`config.mk`:
```
export PLATFORM = sky130hd
export DESIGN_NAME = voice_envelope_adsr
export DESIGN_NICKNAME = d
export VERILOG_FILES = /design/src/rtl/voice_envelope_adsr.sv
export SDC_FILE = /design/constraint.sdc
export NUM_CORES = 1
export LEC_CHECK = 0
export BUFFER_PORTS_ARGS = -buffer_cell sky130_fd_sc_hd__buf_2
export CAP_MARGIN = 10
export CORE_ASPECT_RATIO = 0.7
export CORE_UTILIZATION = 59
export DETAILED_ROUTE_END_ITERATION = 16
export PLACE_DENSITY = 0.9
export SLEW_MARGIN = 20
export SYNTH_ARGS = -nofsm -noshare
export SYNTH_HDL_FRONTEND = slang
export SYNTH_SLANG_ARGS = --single-unit
```
`constraint.sdc`:
```
create_clock -name clk -period 11.9 [get_ports clk]
set_input_delay 1.785 -clock clk [delete_from_list [all_inputs] [get_ports clk]]
set_output_delay 1.785 -clock clk [all_outputs]
set_load 0.02 [all_outputs]
```
`src/rtl/voice_envelope_adsr.sv`:
```
// voice_envelope_adsr: one time-multiplexed ADSR engine serving every voice.
// Define ENV_EXP_RELEASE_EN for an exponential release tail (shift in release_rate[3:0]).
module voice_envelope_adsr #(
    parameter int NUM_VOICES = 8,
    parameter int VOL_WIDTH  = 32,
    parameter int TICK_DIV   = 24000
) (
    input  logic                  clk,
    input  logic                  reset_n,
    input  logic [NUM_VOICES-1:0] gate,
    input  logic [15:0]           attack_rate,
    input  logic [15:0]           decay_rate,
    input  logic [15:0]           sustain_level,
    input  logic [15:0]           release_rate,
    output logic [VOL_WIDTH-1:0]  voice_volumes [NUM_VOICES],
    output logic [NUM_VOICES-1:0] voice_active,
    output logic                  busy,
    output logic                  tick
);

    localparam int PW = (TICK_DIV > 1) ? $clog2(TICK_DIV) : 1;
    localparam int IW = (NUM_VOICES > 1) ? $clog2(NUM_VOICES) : 1;
    localparam logic [PW-1:0] PRESC_MAX = PW'(TICK_DIV - 1);
    localparam logic [IW-1:0] IDX_MAX   = IW'(NUM_VOICES - 1);

    typedef enum logic [2:0] {
        S_IDLE,
        S_ATTACK,
        S_DECAY,
        S_SUSTAIN,
        S_RELEASE
    } state_t;

    logic [PW-1:0]         r_presc;
    logic                  r_busy;
    logic [IW-1:0]         r_idx;
    logic [NUM_VOICES-1:0] r_gate_d;
    logic                  r_hist_vld;
    logic [NUM_VOICES-1:0] r_pend_on;
    logic [NUM_VOICES-1:0] r_pend_off;
    state_t                r_state [NUM_VOICES];
    logic [15:0]           r_level [NUM_VOICES];

    logic [NUM_VOICES-1:0] w_rise;
    logic [NUM_VOICES-1:0] w_fall;
    logic [NUM_VOICES-1:0] w_svc;
    state_t                w_cur_st;
    state_t                w_eff_st;
    state_t                w_nxt_st;
    logic [15:0]           w_cur_lv;
    logic [15:0]           w_nxt_lv;
    logic [16:0]           w_add;
    logic [16:0]           w_dsub;
    logic [16:0]           w_rdec;
    logic [16:0]           w_rsub;
    logic                  w_rel_hold;

    assign tick = (r_presc == PRESC_MAX);
    assign busy = r_busy;

    // Drive outputs straight from the per-voice registers.
    always_comb begin
        for (int i = 0; i < NUM_VOICES; i++) begin
            voice_volumes[i] = VOL_WIDTH'(r_level[i]);
            voice_active[i]  = (r_state[i] != S_IDLE);
        end
    end

    // Gate edges (masked on the first clock out of reset) and the serviced-voice mask.
    always_comb begin
        w_rise = gate & ~r_gate_d & {NUM_VOICES{r_hist_vld}};
        w_fall = ~gate & r_gate_d & {NUM_VOICES{r_hist_vld}};
        w_svc  = '0;
        if (r_busy) begin
            w_svc[r_idx] = 1'b1;
        end
    end

    // Prescaler and sweep walker: tick starts a sweep covering voices 0..N-1.
    always_ff @(posedge clk or negedge reset_n) begin
        if (!reset_n) begin
            r_presc <= '0;
            r_busy  <= 1'b0;
            r_idx   <= '0;
        end else begin
            r_presc <= tick ? '0 : r_presc + PW'(1);
            if (tick) begin
                r_busy <= 1'b1;
                r_idx  <= '0;
            end else if (r_busy) begin
                if (r_idx == IDX_MAX) begin
                    r_busy <= 1'b0;
                end else begin
                    r_idx <= r_idx + IW'(1);
                end
            end
        end
    end

    // Edge capture runs every clock; pending flags drop when their voice is serviced.
    always_ff @(posedge clk or negedge reset_n) begin
        if (!reset_n) begin
            r_gate_d   <= '0;
            r_hist_vld <= 1'b0;
            r_pend_on  <= '0;
            r_pend_off <= '0;
        end else begin
            r_gate_d   <= gate;
            r_hist_vld <= 1'b1;
            r_pend_on  <= (r_pend_on & ~w_svc) | w_rise;
            r_pend_off <= (r_pend_off & ~w_svc) | w_fall;
        end
    end

    // Release step: linear by the full rate, or exponential with a +1 floor.
`ifdef ENV_EXP_RELEASE_EN
    logic w_unused_rel;
    assign w_unused_rel = ^release_rate[15:4];
    assign w_rdec       = {1'b0, w_cur_lv >> release_rate[3:0]} + 17'd1;
    assign w_rel_hold   = 1'b0;
`else
    assign w_rdec     = {1'b0, release_rate};
    assign w_rel_hold = (release_rate == 16'd0);
`endif

    // Next state and level for the voice being serviced this cycle.
    always_comb begin
        w_cur_st = r_state[r_idx];
        w_cur_lv = r_level[r_idx];
        w_eff_st = w_cur_st;
        if (r_pend_on[r_idx]) begin
            w_eff_st = S_ATTACK;
        end else if (r_pend_off[r_idx] ||
                     (!gate[r_idx] &&
                      (w_cur_st == S_ATTACK ||
                       w_cur_st == S_DECAY ||
                       w_cur_st == S_SUSTAIN))) begin
            w_eff_st = S_RELEASE;
        end
        w_add    = {1'b0, w_cur_lv} + {1'b0, attack_rate};
        w_dsub   = {1'b0, w_cur_lv} - {1'b0, decay_rate};
        w_rsub   = {1'b0, w_cur_lv} - w_rdec;
        w_nxt_st = w_eff_st;
        w_nxt_lv = w_cur_lv;
        unique case (w_eff_st)
            S_IDLE: begin
                w_nxt_lv = '0;
            end
            S_ATTACK: begin
                if (w_add[16] || (w_add[15:0] == 16'hFFFF)) begin
                    w_nxt_lv = 16'hFFFF;
                    w_nxt_st = S_DECAY;
                end else begin
                    w_nxt_lv = w_add[15:0];
                end
            end
            S_DECAY: begin
                if (decay_rate != 16'd0) begin
                    if (w_dsub[16] || (w_dsub[15:0] <= sustain_level)) begin
                        w_nxt_lv = sustain_level;
                        w_nxt_st = S_SUSTAIN;
                    end else begin
                        w_nxt_lv = w_dsub[15:0];
                    end
                end
            end
            S_SUSTAIN: begin
                w_nxt_lv = sustain_level;
            end
            S_RELEASE: begin
                if (!w_rel_hold) begin
                    if (w_rsub[16] || (w_rsub[15:0] == 16'd0)) begin
                        w_nxt_lv = '0;
                        w_nxt_st = S_IDLE;
                    end else begin
                        w_nxt_lv = w_rsub[15:0];
                    end
                end
            end
            default: begin
                w_nxt_lv = '0;
                w_nxt_st = S_IDLE;
            end
        endcase
    end

    // Per-voice state register: only the serviced voice is written.
    always_ff @(posedge clk or negedge reset_n) begin
        if (!reset_n) begin
            for (int i = 0; i < NUM_VOICES; i++) begin
                r_state[i] <= S_IDLE;
                r_level[i] <= '0;
            end
        end else if (r_busy) begin
            r_state[r_idx] <= w_nxt_st;
            r_level[r_idx] <= w_nxt_lv;
        end
    end

endmodule
```
==> reports/qor.yml, run 1 <==
cts_tree: "built"
fmax_mhz: 124
netlist_top_cells_area: "dfrtp_1 36%, buf_4 7.0%, ha_1 6.1%"
hold_viol: 0
grtUsageMet2_pct: 57.4
cap_violations: 0
path_buf_inv: 2
cts_root_buf: "clkbuf_16"
crit_chain: "buf_4 > inv_1 > nor2_1 > a21oi_1 > o221ai_1 > ha_1 > nor2b_1 > o31a_1 > o21ai_0 > nand2_1 > a31oi_1 > xnor2_1 > ha_1 > nand2_1 > nor4_1 > a21boi_0 > o31a_1 > o21a_1 > mux2i_1 > o221ai_1 > a211oi_2 > o21ai_0"
holdCritStartpoint: "r_gate_d[2]"
die_area_mm2: 0.0239
holdBufCountCts: 0
cts_buffers: 17
cpPeakStageDelay_ps: 740
crit_required_ps: 12180
hpwl_mm: 35.7
worst_pin_slew_ps: 1160
finalSetupTns_ps: 0
ys_types: 88
wl_mm: 47.5
synth_warnings: 0
cts_max_level: 4
setup_ws_ps: 3810
syn_area_mm2: 0.0137
synth_top_cell_by_area: "dfrtp_1"
min_period_over_period_pct: 68.0
startpoint_type: "flip-flop"
cts_sinks: 196
grt_pass1_wl_mm: 70.2
criticalPathCategory: "flip-flop to flip-flop"
drt-initial-drc-count: 1850
postSynthCellCount: 1587
drtAntennaViolNets: 0
wl_per_cell_um: 22.7
critPathLaunch: "r_idx[0]"
post_cts_buffers: 0
grt_util_all_layers_pct: 39.5
max-slew-margin-rel_pct: 23.0
syn_avg_cell_area_um2: 8.66
grt_pass1_vias: 11800
area_growth_syn_to_layout_pct: 10.5
synth-edff-count: 0
synth_seq_cells: 196
outcome: "finished clean"
cts_buffer_depth: 2
grt_max_degree: 123
initial_core_util_pct: 60.4
gp_congestion: 1.06
fin_cells: 2088
antenna_found_initial: 2
cp.arrival_ps: 8370
post_cts_resize_count: 0
chipWidth_um: 184
dr.pass1.iters: 8
die_y_um: 130
worst_path_dominant_cell_family: "compound AO/OA/AOI/OAI gates"
viasPerCell: 6.38
clock_skew_ps: 14.7
leakage_nw: 6.71
clk_pin_slew_ps: 80
worstPathMaxFanout: 65
met3_usage_pct: 13.1
async_flop_share_pct: 100
period_needed_ps: 8090
power_w: 0.00150
diodes: 0
clock_latency_ps: 450
setup.worst_path.end_class: "flip-flop"
gr-total-overflow: 0
busiest_layer: "met2"
use_met1_pct: 56.1
io_pins: 340
setup_violations: 0
ys_seq_area_share_pct: 35.7
port_buffers: 211
synth.top_cell.area_share_pct: 35.7
report.final.slew_viol_count: 0
fin_hold_ws_ps: 449
vias: 13300
ir_drop_mv: 0.109
min_path_type: "flip-flop to flip-flop"
grt_setup_unrepaired: "no"
pre_cts_slack_ps: 4250
cp_slowest_cell: "nor2_1"
post-place-cells: 2056
reg2reg_from: "r_idx[0]"
drcViolationCount: 0
core-area_mm2: 0.0227
synthFlopType: "dfrtp_1"
rows: 46
powerDensity_mw_per_mm2: 98.7
final_nets: 1907
drive_above_1_share_pct: 19.3
## flip-flops by register name (all words and copies together) (netlist names)
signal and count:
r_state 24, r_hist_vld 1, r_pend_off 8, r_presc 15, busy 1, r_pend_on 8, r_idx 3, r_gate_d 8
voice_volumes 128
## where the power goes
part | switching [W] | leakage, nW | internal (W)
Clock | 0.000295 | 0.287 | 0.000287
Combinational | 0.000174 | 4.60 | 0.0000734
Sequential | 0.00000181 | 1.82 | 0.000667
## routing by layer
layer,wire [um],share of wire (%)
met5,27,0.057
met4,1460,3.1
met3,6860,14
met2,20100,42
met1,19000,40
## path summary, 6_finish.rpt
path                                 endpoint  cells past startpoint  slack, ps
setup reg to reg           voice_volumes[131]                     22       3810
max in group asynchronous   voice_volumes[10]                      2       8900
min in group asynchronous          r_presc[1]                      1       1480
hold / removal                   r_pend_on[2]                      1        450
hold reg to reg                  r_pend_on[2]                      1        450
setup / recovery           voice_volumes[131]                     22       3810
## worst reg2reg max path, stage by stage (launching register included)
cell and delay, ps:
dfrtp_2 340, buf_4 590, inv_1 650, nor2_1 740, a21oi_1 150, o221ai_1 660, ha_1 410, nor2b_1 170
o31a_1 300, o21ai_0 270, nand2_1 130, a31oi_1 240, xnor2_1 140, ha_1 320, nand2_1 70, nor4_1 400
a21boi_0 240, o31a_1 180, o21a_1 600, mux2i_1 270, o221ai_1 180, a211oi_2 640, o21ai_0 230
## layout by cell type (no fill, tap or decap), drive strengths merged, types with 5 or more instances in the layout
cell,instances
dfrtp,196
and3,15
or2,5
mux2i,40
o21a,13
a22o,7
buf,232
o31ai,6
inv,75
ha,67
a21oi,114
clkbuf,19
a2111oi,7
or3,12
xor2,21
xnor2,20
nand2b,8
nor3,17
clkinv,6
and2,11
nor4,21
nor2,127
nor2b,12
o221ai,11
a31oi,13
o21ai,157
a211oi,15
nand2,194
o22ai,14
a22oi,14
nand3,30
a21o,18
a211o,6
mux2,29
a221oi,20
a221o,5
nand4,6
conb,129
## cell type report
type | instances | area, um^2
Inverter | 68 | 255
Timing Repair Buffer | 233 | 1230
Fill cell | 1777 | 7550
Sequential cell | 196 | 4910
Clock inverter | 14 | 156
Tap cell | 312 | 390
Multi-Input combinational cell | 1247 | 7800
Clock buffer | 18 | 439
## cell usage after synthesis, types with 8 or more instances
cell type	count
a21o_1	18
mux2_2	29
nor3_1	15
or3_1	12
and2_1	11
xor2_1	21
a21oi_1	112
o21ai_1	8
nand2_1	194
o21ai_0	149
o22ai_1	13
a211oi_1	13
buf_2	21
a221oi_1	17
o221ai_1	11
nand3_1	30
nand2b_1	8
mux2i_1	40
buf_4	129
a22oi_1	14
ha_1	67
o21a_1	13
clkbuf_1	42
a31oi_1	12
nor2b_1	12
xnor2_1	20
nor2_1	126
buf_1	9
nor4_1	15
dfrtp_1	196
and3_1	15
inv_1	68
## through the flow
step | instance area [um^2] | util [%]
3_3_place_gp | 14600 | 64.1
6_report | 15200 | 66.8
2_1_floorplan | 14200 | -
5_1_grt | 15200 | 66.8
4_1_cts | 15200 | 66.7
3_5_place_dp | 14600 | 64.1
## logic make-up (layout without fill, tap and decap cells)
group / count (synthesis) / in the layout / share of synthesized area, %
compound gates: 465 / 465 / 22.4
other cells: 2 / 129 / 0.0547
mux: 71 / 71 / 5.62
buf+inv: 271 / 333 / 11.2
xor+xnor: 41 / 41 / 2.61
fa+ha+maj: 70 / 70 / 6.54
flops: 196 / 196 / 35.7
simple gates: 471 / 471 / 15.9
Power figures use the tool's default switching activity.
==> run 2: changes to the inputs <==
CORE_UTILIZATION = 50   (was 59)
PLACE_DENSITY = 0.82   (was 0.9)
clock period = 6.8 ns   (was 11.9 ns; I/O delays follow)
==> reports/qor.yml, run 2 (synthesis gave the netlist of run 1 again) <==
die_area_mm2: 0.0282  # +18%
power_frac_clock_pct: 39.4  # +0.5 points
clock_skew_ps: 12.8  # -1.86 ps
criticalPathCategory: "flip-flop to flip-flop"
drive_above_1_share_pct: 20.9  # +1.6 points
outcome: "finished clean"
cts_max_level: 4  # unchanged
largest_reg_flops: 128  # unchanged
cp.arrival_ps: 6580  # -1790 ps
io_pins: 340  # unchanged
worst_path_dominant_cell_family: "compound AO/OA/AOI/OAI gates"
chipWidth_um: 200  # +8.5%
drt-initial-drc-count: 1505  # -19%
worst_pin_slew_ps: 1000  # -151 ps
powerDensity_mw_per_mm2: 172  # +74%
finalSetupTns_ps: 0  # unchanged
p_int_w: 0.00185  # +80%
power_switching_w: 0.000821  # +75%
viasPerCell: 6.00  # -5.9%
layout_common_cells: "210 x buf_2, 193 x nand2_1, 193 x dfrtp_1"
dr.pass1.iters: 5  # -3
port_buffers: 211  # unchanged
setup.worst_path.end_class: "flip-flop"
setup_ws_ps: 497  # -3310 ps
worstPathMaxFanout: 18  # -72%
path_buf_inv: 2  # unchanged
drtAntennaViolNets: 0  # unchanged
core-area_mm2: 0.0268  # +18%
hold_viol: 0  # unchanged
filler_cell_count: 2375  # +34%
min_period_over_period_pct: 92.7  # +25 points
power_w: 0.00267  # +78%
fmax_mhz: 159  # +28%
combPwrFrac_pct: 16.8  # +0.3 points
grt_util_all_layers_pct: 33.2  # -6.3 points
fin_cells: 2177  # +4.3%
vias: 13100  # -1.9%
clk_pin_slew_ps: 80  # about the same
grt_setup_unrepaired: "no"
place_area_mm2: 0.0149  # +2.2%
cts_buffers: 17  # unchanged
hpwl_mm: 37.1  # +3.8%
report.final.slew_viol_count: 0  # unchanged
crit_required_ps: 7080  # -5100 ps
cts_tree: "built"
crit_chain: "buf_4 > mux2_2 > a221o_1 > o21ai_0 > o21ai_0 > buf_4 > ha_1 > and3_1 > a21oi_1 > and3_1 > o31ai_1 > o31ai_1 > xnor2_1 > ha_1 > nand2_1 > nor4_2 > a21boi_0 > o31a_1 > o21a_2 > mux2_2 > a221o_1 > nor3_4 > o21ai_0"
initial_core_util_pct: 51.2  # -9.2 points
area_growth_syn_to_layout_pct: 13.3
pre_cts_slack_ps: 437  # -3810 ps
pwr-share-seq_pct: 43.8  # -0.8 points
gp_congestion: 1.08  # +2.4%
swShare_pct: 30.7  # -0.66 points
setup_violations: 0  # unchanged
cap_violations: 0  # unchanged
drcViolationCount: 0  # unchanged
grt_pass1_wl_mm: 71.3  # +1.6%
seqCellArea_mm2: 0.00491  # unchanged
wl_mm: 47.7  # +0.38%
startpoint_type: "flip-flop"
gr-total-overflow: 0  # unchanged
clock_latency_ps: 450  # about the same
ir_drop_mv: 0.163  # +49%
cpPeakStageDelay_ps: 520  # -220 ps
grt_max_degree: 120  # -2.4%
cts_buffer_depth: 2  # unchanged
max-slew-margin-rel_pct: 32.9  # +9.9 points
final_nets: 1942  # +1.8%
rows: 50  # +8.7%
period_needed_ps: 6300  # -1790 ps
multi_input_area_mm2: 0.00781  # +0.14%
min_path_type: "flip-flop to flip-flop"
cp_slowest_cell: "dfrtp_2"
wl_per_cell_um: 21.9  # -3.7%
antenna_found_initial: 1  # -1
grt_pass1_vias: 11800  # -0.34%
post-place-cells: 2142  # +4.2%
cts_root_buf: "clkbuf_16"
leakage_nw: 6.90  # +2.9%
final_area_mm2: 0.0156  # +2.5%
die_y_um: 141  # +8.5%
cp_common_cell: "o21ai_0"
cts_sinks: 196  # unchanged
final_common_cell: "buf_2"
-- run 2: cell type report --
| type | instances | share of cell area [%] |
|---|---|---|
| antenna | 2 | 0.0322 |
| clock buffer | 18 | 2.82 |
| clock inverter | 14 | 1.23 |
| inverter | 68 | 1.64 |
| multi-input combinational | 1247 | 50.2 |
| sequential | 196 | 31.5 |
| tap | 364 | 2.93 |
| timing repair buffer | 268 | 9.61 |
-- run 2: worst paths after layout --
path                        startpoint                 end  slack [ps]  depth (start not counted)
setup / recovery              r_idx[1]  voice_volumes[197]         500                         23
hold / removal             r_gate_d[2]        r_pend_on[2]         460                          1
setup reg to reg              r_idx[1]  voice_volumes[197]         500                         23
hold reg to reg            r_gate_d[2]        r_pend_on[2]         460                          1
max in group asynchronous      reset_n            r_idx[1]        4460                          2
min in group asynchronous      reset_n         r_state[12]         740                          1
-- run 2: power groups by stage --
| stage | combinational [W] | sequential (W) | clock, W |
|---|---|---|---|
| final | 0.000448 | 0.00117 | 0.00105 |
| after global routing | 0.000484 | 0.00117 | 0.00111 |
| after CTS | 0.000433 | 0.00117 | 0.00105 |
| after detailed placement | 0.000430 | 0.00119 | 0 |
| after global placement | 0.000427 | 0.00119 | 0 |
| after floorplan | 0.000343 | 0.00119 | 0 |
-- run 2: metrics by stage --
stage / hold WS (ps) / util, %
floorplan: 424 / -
global placement: 432 / 55.4
detailed placement: 444 / 55.5
CTS: 457 / 57.8
global route: 477 / 58.0
finish: 460 / 58.0
-- run 2: what timing repair did --
action	in CTS	in global routing
setup buffers	0	1
setup endpoints to repair	0	84
hold buffers	0	0
gates resized for setup	0	4
-- run 2: per-layer routing --
metal  global-route usage, %  routed length, um  part of all wire (%)  up-vias
met5                       0                  0                     0        -
met4                    9.60               1180                   2.5        0
met3                    10.0               5790                    12       90
met2                    48.1              20500                    43      797
met1                    47.7              20200                    42     6343
li1                        -                  -                     -     5836
-- run 2: worst register-to-register path: stages (launching register included) --
cell and delay (ps):
dfrtp_2 520, buf_4 320, mux2_2 370, a221o_1 340, o21ai_0 110, o21ai_0 140
buf_4 200, ha_1 350, and3_1 190, a21oi_1 140, and3_1 240, o31ai_1 120
o31ai_1 280, xnor2_1 210, ha_1 340, nand2_1 90, nor4_2 340, a21boi_0 240
o31a_1 170, o21a_2 270, mux2_2 370, a221o_1 360, nor3_4 270, o21ai_0 150
